[src/rtl/rst_seq_gen.sv]
// Reset sequencer: synchronises and debounces reset/lock sources, then
// releases NUM_CH reset domains in order and records the reset cause.
module rst_seq_gen #(
  parameter int NUM_CH       = 4,
  parameter int SYNC_STAGES  = 2,
  parameter int DEBOUNCE_CYC = 16,
  parameter int STAGE_GAP    = 8
) (
  input  logic              clk,
  input  logic              rst_n,
  input  logic              ext_rst_n,
  input  logic              aux_rst_n,
  input  logic              dbg_rst,
  input  logic              pll_locked,
  input  logic              sw_rst_req,
  input  logic              cause_clr,
  output logic [NUM_CH-1:0] rst_out_n,
  output logic [NUM_CH-1:0] rst_out,
  output logic              seq_done,
  output logic [5:0]        rst_cause
);

  localparam int CMAX = (DEBOUNCE_CYC > STAGE_GAP) ?
                        DEBOUNCE_CYC : STAGE_GAP;
  localparam int CW   = $clog2(CMAX) + 1;
  localparam int IW   = $clog2(NUM_CH) + 1;

  typedef enum logic [1:0] {
    S_HOLD,
    S_DEBOUNCE,
    S_RELEASE,
    S_RUN
  } state_t;

  logic [SYNC_STAGES-1:0] r_ext_sync;
  logic [SYNC_STAGES-1:0] r_aux_sync;
  logic [SYNC_STAGES-1:0] r_dbg_sync;
  logic [SYNC_STAGES-1:0] r_lock_sync;

  state_t            r_state;
  state_t            w_state_nxt;
  logic [CW-1:0]     r_cnt;
  logic [CW-1:0]     w_cnt_nxt;
  logic [IW-1:0]     r_idx;
  logic [IW-1:0]     w_idx_nxt;
  logic [NUM_CH-1:0] r_out_n;
  logic [NUM_CH-1:0] w_out_n_nxt;
  logic [NUM_CH-1:0] w_idx_mask;
  logic              r_done;
  logic              w_done_nxt;
  logic [5:0]        r_cause;
  logic [5:0]        w_cause_nxt;

  logic       w_ext_s;
  logic       w_aux_s;
  logic       w_dbg_s;
  logic       w_lock_s;
  logic       w_any;
  logic       w_latch;
  logic [5:0] w_new_cause;

  // Synchroniser flops power up holding the asserted level of each source
  always_ff @(posedge clk or negedge rst_n) begin
    if (!rst_n) begin
      r_ext_sync  <= '0;
      r_aux_sync  <= '0;
      r_dbg_sync  <= '1;
      r_lock_sync <= '0;
    end else begin
      r_ext_sync  <= {r_ext_sync[SYNC_STAGES-2:0], ext_rst_n};
      r_aux_sync  <= {r_aux_sync[SYNC_STAGES-2:0], aux_rst_n};
      r_dbg_sync  <= {r_dbg_sync[SYNC_STAGES-2:0], dbg_rst};
      r_lock_sync <= {r_lock_sync[SYNC_STAGES-2:0], pll_locked};
    end
  end

  assign w_ext_s  = r_ext_sync[SYNC_STAGES-1];
  assign w_aux_s  = r_aux_sync[SYNC_STAGES-1];
  assign w_dbg_s  = r_dbg_sync[SYNC_STAGES-1];
  assign w_lock_s = r_lock_sync[SYNC_STAGES-1];

  assign w_any = ~w_ext_s | ~w_aux_s | w_dbg_s |
                 ~w_lock_s | sw_rst_req;

  assign w_latch = w_any &
                   ((r_state == S_RELEASE) | (r_state == S_RUN));

  assign w_new_cause = {sw_rst_req, ~w_lock_s, w_dbg_s,
                        ~w_aux_s, ~w_ext_s, 1'b0};

  always_comb begin
    w_idx_mask = '0;
    for (int k = 0; k < NUM_CH; k++)
      w_idx_mask[k] = (r_idx == IW'(k));
  end

  always_ff @(posedge clk or negedge rst_n) begin
    if (!rst_n) begin
      r_state <= S_HOLD;
      r_cnt   <= '0;
      r_idx   <= '0;
      r_out_n <= '0;
      r_done  <= 1'b0;
      r_cause <= 6'b000001;
    end else begin
      r_state <= w_state_nxt;
      r_cnt   <= w_cnt_nxt;
      r_idx   <= w_idx_nxt;
      r_out_n <= w_out_n_nxt;
      r_done  <= w_done_nxt;
      r_cause <= w_cause_nxt;
    end
  end

  always_comb begin
    w_state_nxt = r_state;
    w_cnt_nxt   = r_cnt;
    w_idx_nxt   = r_idx;
    w_out_n_nxt = r_out_n;
    w_done_nxt  = r_done;
    // A clear coinciding with a latch leaves exactly the new bits
    w_cause_nxt = (cause_clr ? 6'b0 : r_cause) |
                  (w_latch ? w_new_cause : 6'b0);

    unique case (r_state)
      S_HOLD: begin
        w_out_n_nxt = '0;
        w_done_nxt  = 1'b0;
        w_cnt_nxt   = '0;
        w_idx_nxt   = '0;
        if (!w_any)
          w_state_nxt = S_DEBOUNCE;
      end
      S_DEBOUNCE: begin
        if (w_any) begin
          w_state_nxt = S_HOLD;
          w_cnt_nxt   = '0;
        end else if (r_cnt == CW'(DEBOUNCE_CYC - 1)) begin
          w_cnt_nxt      = '0;
          w_idx_nxt      = IW'(1);
          w_out_n_nxt    = '0;
          w_out_n_nxt[0] = 1'b1;
          if (NUM_CH == 1) begin
            w_state_nxt = S_RUN;
            w_done_nxt  = 1'b1;
          end else begin
            w_state_nxt = S_RELEASE;
          end
        end else begin
          w_cnt_nxt = r_cnt + CW'(1);
        end
      end
      S_RELEASE: begin
        if (w_any) begin
          w_state_nxt = S_HOLD;
          w_out_n_nxt = '0;
          w_done_nxt  = 1'b0;
          w_cnt_nxt   = '0;
        end else if (r_cnt == CW'(STAGE_GAP - 1)) begin
          w_cnt_nxt   = '0;
          w_out_n_nxt = r_out_n | w_idx_mask;
          w_idx_nxt   = r_idx + IW'(1);
          if (r_idx == IW'(NUM_CH - 1)) begin
            w_state_nxt = S_RUN;
            w_done_nxt  = 1'b1;
          end
        end else begin
          w_cnt_nxt = r_cnt + CW'(1);
        end
      end
      S_RUN: begin
        if (w_any) begin
          w_state_nxt = S_HOLD;
          w_out_n_nxt = '0;
          w_done_nxt  = 1'b0;
          w_cnt_nxt   = '0;
        end
      end
      default: begin
        w_state_nxt = S_HOLD;
        w_out_n_nxt = '0;
        w_done_nxt  = 1'b0;
      end
    endcase
  end

  assign rst_out_n = r_out_n;
  assign rst_out   = ~r_out_n;
  assign seq_done  = r_done;
  assign rst_cause = r_cause;

endmodule

[config.mk]
export PLATFORM = sky130hd
export DESIGN_NAME = rst_seq_gen
export DESIGN_NICKNAME = d
export VERILOG_FILES = /design/src/rtl/rst_seq_gen.sv
export SDC_FILE = /design/constraint.sdc
export NUM_CORES = 1
export LEC_CHECK = 0
export ABC_CLOCK_PERIOD_IN_PS = 2100
export CORE_AREA = 8 8 63 65
export DETAILED_ROUTE_END_ITERATION = 6
export DIE_AREA = 0 0 71 73
export PLACE_DENSITY = 0.73
export SLEW_MARGIN = 30
export SYNTH_ARGS = -nofsm -noshare
export SYNTH_HDL_FRONTEND = slang
export SYNTH_SLANG_ARGS = --single-unit
[constraint.sdc]
create_clock -name clk -period 2.1 [get_ports clk]
set_input_delay 0.21 -clock clk [delete_from_list [all_inputs] [get_ports clk]]
set_output_delay 0.21 -clock clk [all_outputs]
set_load 0.03 [all_outputs]
# Word level (Yosys, flattened, before mapping)
# Cells that the tools add are included.
# word_totals
regBits	29
inputBits	8
out_inout_bits	15
elab_cells	81
# classes
addsub	2
n_eq_ne	17
muxes	32
bitwise	12
reduce_logical	8
# op_table
op	n
two-way mux 5 bit	5
two-way mux 4 bit	5
case mux 5 bit (4 select lines)	1
case mux 4 bit (4 select lines)	1
two-way mux 2 bit	7
two-way mux 3 bit	4
two-way mux 6 bit	2
!= test 2 bit (second input constant)	5
AND reduction 5 bit	2
case mux 3 bit (3 select lines)	1
case mux 2 bit (4 select lines)	1
AND reduction 4 bit	2
equality test 3 x 2 -> 1 bit (second input constant)	2
!= test 3 bit (second input constant)	2
OR 6 bit	1
nonzero test 3 bit	2
adder 5 x 1 -> 5 bit (second input constant)	1
equality test 5 x 3 -> 1 bit (second input constant)	1
equality test 5 x 4 -> 1 bit (second input constant)	1
OR 1 bit	5
equality test 2 bit (second input constant)	2
two-way mux 1 bit	4
inverter 4 bit	1
OR 4 bit	1
other kinds (10)	12

# Depth between registers and ports, before layout
# Gate-level depths: netlist of the first run.
# logic_depth
word_depth	8
ltp_mapped	8
ltp_nobuf	8

# Worst setup path before layout of the first run
# Ideal clock, no wire load.
# synth_timing
path_kind	reg2reg
from	reg r_cnt[0]
to	reg r_idx[0]
setup_ps	79
t_arrival_ps	1681
t_required_ps	2021
setup_slack_ps	339
path_stages_with_launch	9
path_buffers	0
synth_period_minus_slack_ps	1761
path_cell_list	dfrtp_1 ha_1 nand3_1 inv_1 ha_1 nor2b_1 a211oi_1 a22oi_1 mux2i_1
# synth_between
elab_chain_len	3
elab_cells_between_ends	5
classes_between	eq/ne: 4; reduce/logical: 1
# synth_rtl
element	line	rtl
start: declaration	42	logic [CW-1:0] r_cnt;
start signal: assignment	107	r_cnt <= w_cnt_nxt;
equality test 5 x 4 -> 1 bit / equality test 5 x 3 -> 1 bit (equally long branches)	138, 159	
!= test 2 bit (no source line) / != test 2 x 1 -> 1 bit (equally long branches)	--	
AND reduction 5 bit (no source line) *	--	
end signal: assignment	108	r_idx <= w_idx_nxt;
end: declaration	44	logic [IW-1:0] r_idx;
# Every way passes the cells marked *; elsewhere a longest branch is shown, timed or not.
# A chain may end at the register's enable or synchronous reset.

# Worst setup path in the final report of the first run
# layout_timing
from	reg r_cnt[0]
to	reg r_idx[2]
# Same word-level chain as after synthesis.

==> results of run 1 <==
-- final cells by class --
cell class              instances  area share (%)
flip-flops and latches         29            38.8
multi-input cells              90            36.8
repair buffers                 26            13.3
inverters                      21            4.19
clock buffers                   6            2.73
well taps                      33            2.20
clock inverters                 2            2.00
-- cell usage in the layout (no fill, tap or decap), types with 2 or more instances in the layout --
master	netlist	layout
a211oi_1	2	2
a21oi_1	6	6
a32oi_1	2	2
buf_4	0	4
clkbuf_4	0	5
clkdlybuf4s50_1	0	22
dfrtp_1	26	26
dfstp_2	3	3
ha_1	12	12
inv_1	21	21
mux2i_1	3	3
nand2_1	7	7
nand2b_1	4	4
nand3_1	3	3
nor2_1	5	5
nor2b_1	2	2
nor3_1	2	2
o2111ai_1	3	3
o21a_1	2	2
o21ai_0	12	11
o22ai_1	3	3
o31ai_1	2	2
-- routing by layer --
layer | vias up | share of wire, %
met4 | 0 | 1.4
met1 | 574 | 44
met2 | 33 | 49
met3 | 6 | 6.4
li1 | 569 | -
met5 | - | 0
-- Yosys cell counts, drive strengths merged --
library cell	n
dfrtp	26
inv	21
ha	12
o21ai	12
nand2	7
a21oi	6
nor2	6
nand2b	4
a211oi	3
dfstp	3
mux2i	3
nand3	3
nor3	3
o2111ai	3
o22ai	3
o31ai	3
a22oi	2
a32oi	2
buf	2
nor2b	2
o21a	2
a31oi	1
and4bb	1
clkbuf	1
nand4	1
nand4b	1
nand4bb	1
nor3b	1
nor4b	1
o211ai	1
o22a	1
o32a	1
o32ai	1
or2	1
or3	1
xor2	1
-- how the worst max path moves through the flow --
stage / slack (ns) / end / cells after the start / from
after floorplan: 0.34 / r_idx[0] / 8 / r_cnt[0]
after global placement: 0.23 / r_idx[1] / 8 / r_cnt[0]
after detailed placement: 0.09 / r_idx[2] / 8 / r_cnt[0]
after CTS: 0.05 / r_idx[2] / 8 / r_cnt[0]
after global routing: 0.009 / r_idx[0] / 8 / r_cnt[0]
final: 0.17 / r_idx[2] / 8 / r_cnt[0]
-- kinds of logic after synthesis --
group	share of synthesized area, %
fa+ha+maj	9.95
simple gates	14.4
flops	48.3
buf+inv	6.14
compound gates	18.6
mux	1.99
xor+xnor	0.581
-- flip-flops by register name, indices dropped and copies added (netlist names), 3 cells and up --
| name | count |
|---|---|
| rst_cause | 6 |
| r_cnt | 5 |
| rst_out_n | 4 |
| r_idx | 3 |
-- repair_timing --
action                                  in CTS  in global routing
endpoints found under the hold margin        0                  0
gates resized for setup                      0                  2
endpoints found under the setup margin       0                  5
hold buffers                                 0                  0
setup buffers                                0                  0
-- power by group --
group | switching [mW] | internal [mW]
Combinational | 0.224 | 0.146
Sequential | 0.0212 | 0.588
Clock | 0.205 | 0.283
==> results.json, run 1 <==
{
  "core_region_area_mm2": 0.00295,
  "critPathMostFrequentCell": "ha_1",
  "drive_gt1_share_pct": 13.8,
  "timing.max_cap.violations": 0,
  "finalHoldViolations": 0,
  "final_max_slew_viol_count": 0,
  "fin_hold_ws_ns": 0.247,
  "grt_overflow": 0,
  "detailedPlace.worstSlack_ns": 0.0862,
  "die_w_um": 71,
  "antenna_cells": 0,
  "ffs_latches_synth": 29,
  "layout.nets": 193,
  "layer_carrying_the_most_global_route_usage": "met2",
  "floorplan.rows": 20,
  "utilization_pct": 63.7,
  "layout.area.seq_um2": 729,
  "detail_placement_hpwl_um": 2440,
  "crit_family": "adder cells",
  "multi_input_comb_area_um2": 692,
  "grt_pass1_wl_um": 5780,
  "run_status": "complete, no violations",
  "rr_startpoint": "r_cnt[0]",
  "grt_util_met2_pct": 22.8,
  "worst_skew_pair.late_latency_ns": 0.33,
  "io_buffer_count": 22,
  "time_the_worst_path_needs_with_i_o_delays_and_setup_ns": 1.93,
  "routed_wire_length_per_instance_um": 16.4,
  "critical_path.max_fanout": 5,
  "syn-instance-count": 143,
  "ctsRootBufferMaster": "clkbuf_4",
  "worst_r2r_endpoint": "r_idx[2]",
  "clock_tree.buffer_depth": 2,
  "remaining_drc_errors": 0,
  "distinct_cell_type_count_of_the_synthesized_netlist": 40,
  "post_dp_cell_area_mm2": 0.00179,
  "grt_antenna_before_repair": 0,
  "rr_worst_depth": 8,
  "vdd_ir_drop_max_mv": 0.493,
  "firstDrtPassIters": 4,
  "groute.layer.met3.usage_pct": 4.95,
  "area_growth_syn_to_layout_pct": 24.6,
  "cts-buffers-inserted": 5,
  "synth_largest_area_cell": "dfrtp_1",
  "setup_repair_after_global_routing_missed_its_margin": "true",
  "total_power_mw": 1.47,
  "crit_path_start_kind": "register",
  "fin_setup_tns_ns": 0,
  "crit_path_end_kind": "register",
  "maxClockFrequency_mhz": 517,
  "yosys.area.top_type_share_pct": 43.1,
  "clkTransAtPathRegs_ns": 0.10,
  "totalWireLength_um": 3400,
  "grt_pass1_vias": 1215,
  "r2r_setup_slack_ns": 0.17,
  "groute.usage.overall_pct": 14.2,
  "final_area_mm2": 0.00188,
  "final-instance-count-excl-fill": 207,
  "count_of_filler_cells_inserted_in_the_layout": 236,
  "die_area_mm2": 0.00518,
  "vias": 1182,
  "setup_viol": 0,
  "synth.yosys.seq_area_share_pct": 48.3,
  "setup.worst_path.class": "reg -> reg",
  "initial_core_util_pct": 51.1,
  "synth_fp_nets": 163,
  "cts_tree": "yes",
  "critPathArrivalTime_ns": 2.18,
  "netlist_top_cells_area": "dfrtp_1 (43%), ha_1 (10%), dfstp_2 (5.2%)",
  "chipHeight_um": 73,
  "path_cells": "ha_1 > nand3_1 > inv_1 > ha_1 > nor2b_1 > a211oi_1 > a22oi_2 > mux2i_1",
  "dpl.cell_count": 199,
  "htreeDepth": 2,
  "power_density_mw_per_mm2": 780,
  "grtUsageMet1_pct": 17.0,
  "tritoncts_num_sinks": 29,
  "synth_area_per_cell_um2": 10.6,
  "number_of_warnings_issued_by_yosys": 0,
  "timing.critical_path.slowest_cell_delay_ns": 0.42,
  "post_synthesis_cell_area_mm2": 0.00151,
  "routed_via_density": 5.71,
  "crit_slowest_cell": "dfrtp_1",
  "post-route-worst-setup-slack_ns": 0.166,
  "gp_congestion": 0.890,
  "io-pin-count": 23,
  "crit_buf_inv": 1,
  "skew_ns": 0.0133,
  "timing_worst_slew_pin_value_ns": 0.402,
  "min-delay-path-class": "in -> async",
  "grt_start_max_net_pins": 30,
  "min_period_over_period_pct": 92.1,
  "worstPathRequired_ns": 2.34,
  "drt_iter0_drc": 84,
  "slew_headroom_pct": 73.2,
  "p_leak_nw": 0.789,
  "post_detailed_route_count_of_antenna_violating_nets": 0
}
(Power assumes the default switching activity.)
==> run 2: changes to the inputs <==
--- a/config.mk
+++ b/config.mk
@@ -5,11 +5,12 @@
 export SDC_FILE = /design/constraint.sdc
 export NUM_CORES = 1
 export LEC_CHECK = 0
+export ABC_AREA = 1
 export ABC_CLOCK_PERIOD_IN_PS = 2100
-export CORE_AREA = 8 8 63 65
+export CORE_AREA = 8 8 64 66
 export DETAILED_ROUTE_END_ITERATION = 6
-export DIE_AREA = 0 0 71 73
-export PLACE_DENSITY = 0.73
+export DIE_AREA = 0 0 72 74
+export PLACE_DENSITY = 0.72
 export SLEW_MARGIN = 30
 export SYNTH_ARGS = -nofsm -noshare
 export SYNTH_HDL_FRONTEND = slang
==> results.json, run 2 <==
{
  "detailedPlace.worstSlack_ns": 0.362,
  "fin_setup_tns_ns": 0,
  "die_w_um": 72,
  "timing.max_cap.violations": 0,
  "setup_viol": 0,
  "core_region_area_mm2": 0.00318,
  "grt_pass1_wl_um": 5520,
  "htreeDepth": 2,
  "drive_gt1_share_pct": 14.6,
  "layout.nets": 224,
  "setup.worst_path.class": "reg -> out",
  "post_synthesis_cell_area_mm2": 0.00156,
  "netlist_top_cells_area": "dfrtp_1 (42%), ha_1 (9.6%), nand2_1 (8.2%)",
  "asyncSetResetFlopFracSynth_pct": 100,
  "crit_slowest_cell": "clkdlybuf4s50_1",
  "number_of_warnings_issued_by_yosys": 0,
  "totalWireLength_um": 3360,
  "io-pin-count": 23,
  "maxClockFrequency_mhz": 568,
  "ffs_latches_synth": 29,
  "grt_start_max_net_pins": 30,
  "finalHoldViolations": 0,
  "min-delay-path-class": "in -> async",
  "synth_fp_nets": 195,
  "synth.yosys.seq_area_share_pct": 46.8,
  "critical_path.max_fanout": 3,
  "worst_skew_pair.late_latency_ns": 0.34,
  "clkTransAtPathRegs_ns": 0.10,
  "routed_via_density": 4.94,
  "groute.usage.overall_pct": 13.8,
  "most_frequent_standard_cell_in_the_layout_excluding_fill_and_tap_cells": "nand2_1",
  "timing_worst_slew_pin_value_ns": 0.472,
  "layer_carrying_the_most_global_route_usage": "met2",
  "cts-buffers-inserted": 5,
  "floorplan.rows": 21,
  "synth-edff-count": 0,
  "post-cts-setup-buffers": 0,
  "syn-instance-count": 175,
  "grt_util_met2_pct": 24.6,
  "min_period_over_period_pct": 83.8,
  "synth_ff_type": "dfrtp_1",
  "initial_core_util_pct": 49.0,
  "cts_hold_buf": 0,
  "grtUsageMet1_pct": 13.6,
  "grt_pass1_vias": 1248,
  "crit_path_end_kind": "primary output",
  "ctsRootBufferMaster": "clkbuf_4",
  "cts_tree": "yes",
  "slew_headroom_pct": 68.5,
  "critPathArrivalTime_ns": 1.55,
  "timing.critical_path.slowest_cell_delay_ns": 0.70,
  "clock_tree.buffer_depth": 2,
  "firstDrtPassIters": 4,
  "vdd_ir_drop_max_mv": 0.423,
  "detail_placement_hpwl_um": 2560,
  "distinct_cell_type_count_of_the_synthesized_netlist": 28,
  "post_cts_resize_count": 0,
  "groute.layer.met3.usage_pct": 4.45,
  "path_cells": "inv_1 > clkdlybuf4s50_1",
  "vias": 1239,
  "antenna_cells": 0,
  "drt_iter0_drc": 43,
  "gp_congestion": 0.836,
  "post_detailed_route_count_of_antenna_violating_nets": 0,
  "final_max_slew_viol_count": 0,
  "skew_ns": 0.00308,
  "chipHeight_um": 74,
  "yosys.cell_count.top_type": "nand2_1",
  "synth_area_per_cell_um2": 8.90,
  "fin_hold_ws_ns": 0.249,
  "setup_repair_after_global_routing_missed_its_margin": "false",
  "yosys.area.top_type_share_pct": 41.8,
  "time_the_worst_path_needs_with_i_o_delays_and_setup_ns": 1.76,
  "grt_overflow": 0,
  "area_growth_syn_to_layout_pct": 23.5,
  "routed_wire_length_per_instance_um": 13.4,
  "io_buffer_count": 22,
  "p_leak_nw": 0.923,
  "layout.cells.most_common_list": "nand2_1 (34), inv_1 (31), dfrtp_1 (26)",
  "worstPathRequired_ns": 1.89,
  "run_status": "complete, no violations",
  "synth_largest_area_cell": "dfrtp_1",
  "tritoncts_num_sinks": 29,
  "power_density_mw_per_mm2": 821,
  "crit_path_start_kind": "register",
  "remaining_drc_errors": 0,
  "die_area_mm2": 0.00533,
  "most_numerous_cell_types_in_the_synthesized_netlist": "nand2_1 (34), inv_1 (31), dfrtp_1 (26)",
  "largest_register_ffs": 6,
  "grt_antenna_before_repair": 0,
  "post-route-worst-setup-slack_ns": 0.340
}
-- run 2: changes by cell type in the layout (fill, tap and decap cells not counted), sizes merged, moves of 3 or more --
| cell | before | now |
|---|---|---|
| nor2 | 6 | 16 |
| o31ai | 3 | 0 |
| inv | 21 | 32 |
| o22ai | 3 | 6 |
| nor3 | 3 | 0 |
| nand2 | 7 | 40 |
| nand3 | 3 | 16 |
| a21oi | 6 | 3 |
| nand2b | 4 | 0 |
| o2111ai | 3 | 0 |
-- run 2: worst max-delay path: cells and delay by family (launching register included) --
kind / cells / cell delay, ns
buf+inv: 2 / 0.81
flops: 1 / 0.40
-- run 2: final timing paths --
path | startpoint | slack (ns) | end | cells after the start
worst max-delay path | rst_out_n[1] | 0.34 | rst_out[1] | 2
worst min-delay path | rst_n | 0.25 | rst_cause[4] | 2
worst max register to register | r_state[0] | 0.46 | r_idx[0] | 8
worst min register to register | r_ext_sync[0] | 0.36 | r_ext_sync[1] | 0
max in group asynchronous | rst_n | 1.53 | r_dbg_sync[0] | 2
min in group clk | dbg_rst | 0.27 | r_dbg_sync[0] | 1
-- run 2: metrics by stage --
stage               cell area (um2)  power (mW)  std cells  util [%]
detailed placement             1830        1.09        243      57.7
global route                   1920        1.66        251      60.5
CTS                            1920        1.59        251      60.5
global placement               1830        1.07        243      57.7
finish                         1920        1.58        251      60.5
floorplan                      1560       0.960        175         -
-- run 2: area by class of cell --
cell class | instances | area (um2)
Fill cell | 269 | 1260
Timing Repair Buffer | 24 | 235
Tap cell | 46 | 57.6
Clock buffer | 6 | 51.3
Clock inverter | 2 | 37.5
Multi-Input combinational cell | 112 | 692
Inverter | 32 | 120
Sequential cell | 29 | 729
-- run 2: power breakdown --
group	leakage [nW]	switching [mW]	total, mW	internal (mW)
registers	0.377	0.0269	0.621	0.594
clock network	0.0445	0.214	0.497	0.283
logic	0.502	0.292	0.460	0.169
total	0.923	0.533	1.58	1.05
-- run 2: cell families (layout without fill, tap and decap cells) --
group,after synthesis,after routing,share of synthesized area [%]
and+or+nand+nor,76,76,24.1
buffers and inverters,34,64,8.75
DFF,29,29,46.8
AOI/OAI and AO/OA,22,22,9.48
adders and majority gates,12,12,9.64
xor gates and xnor gates,1,1,0.562
muxes,1,1,0.643
-- run 2: per-layer routing --
metal,vias up,wire (um)
met2,35,1680
met1,582,1410
met3,8,187
met5,-,0
met4,0,93
li1,614,-
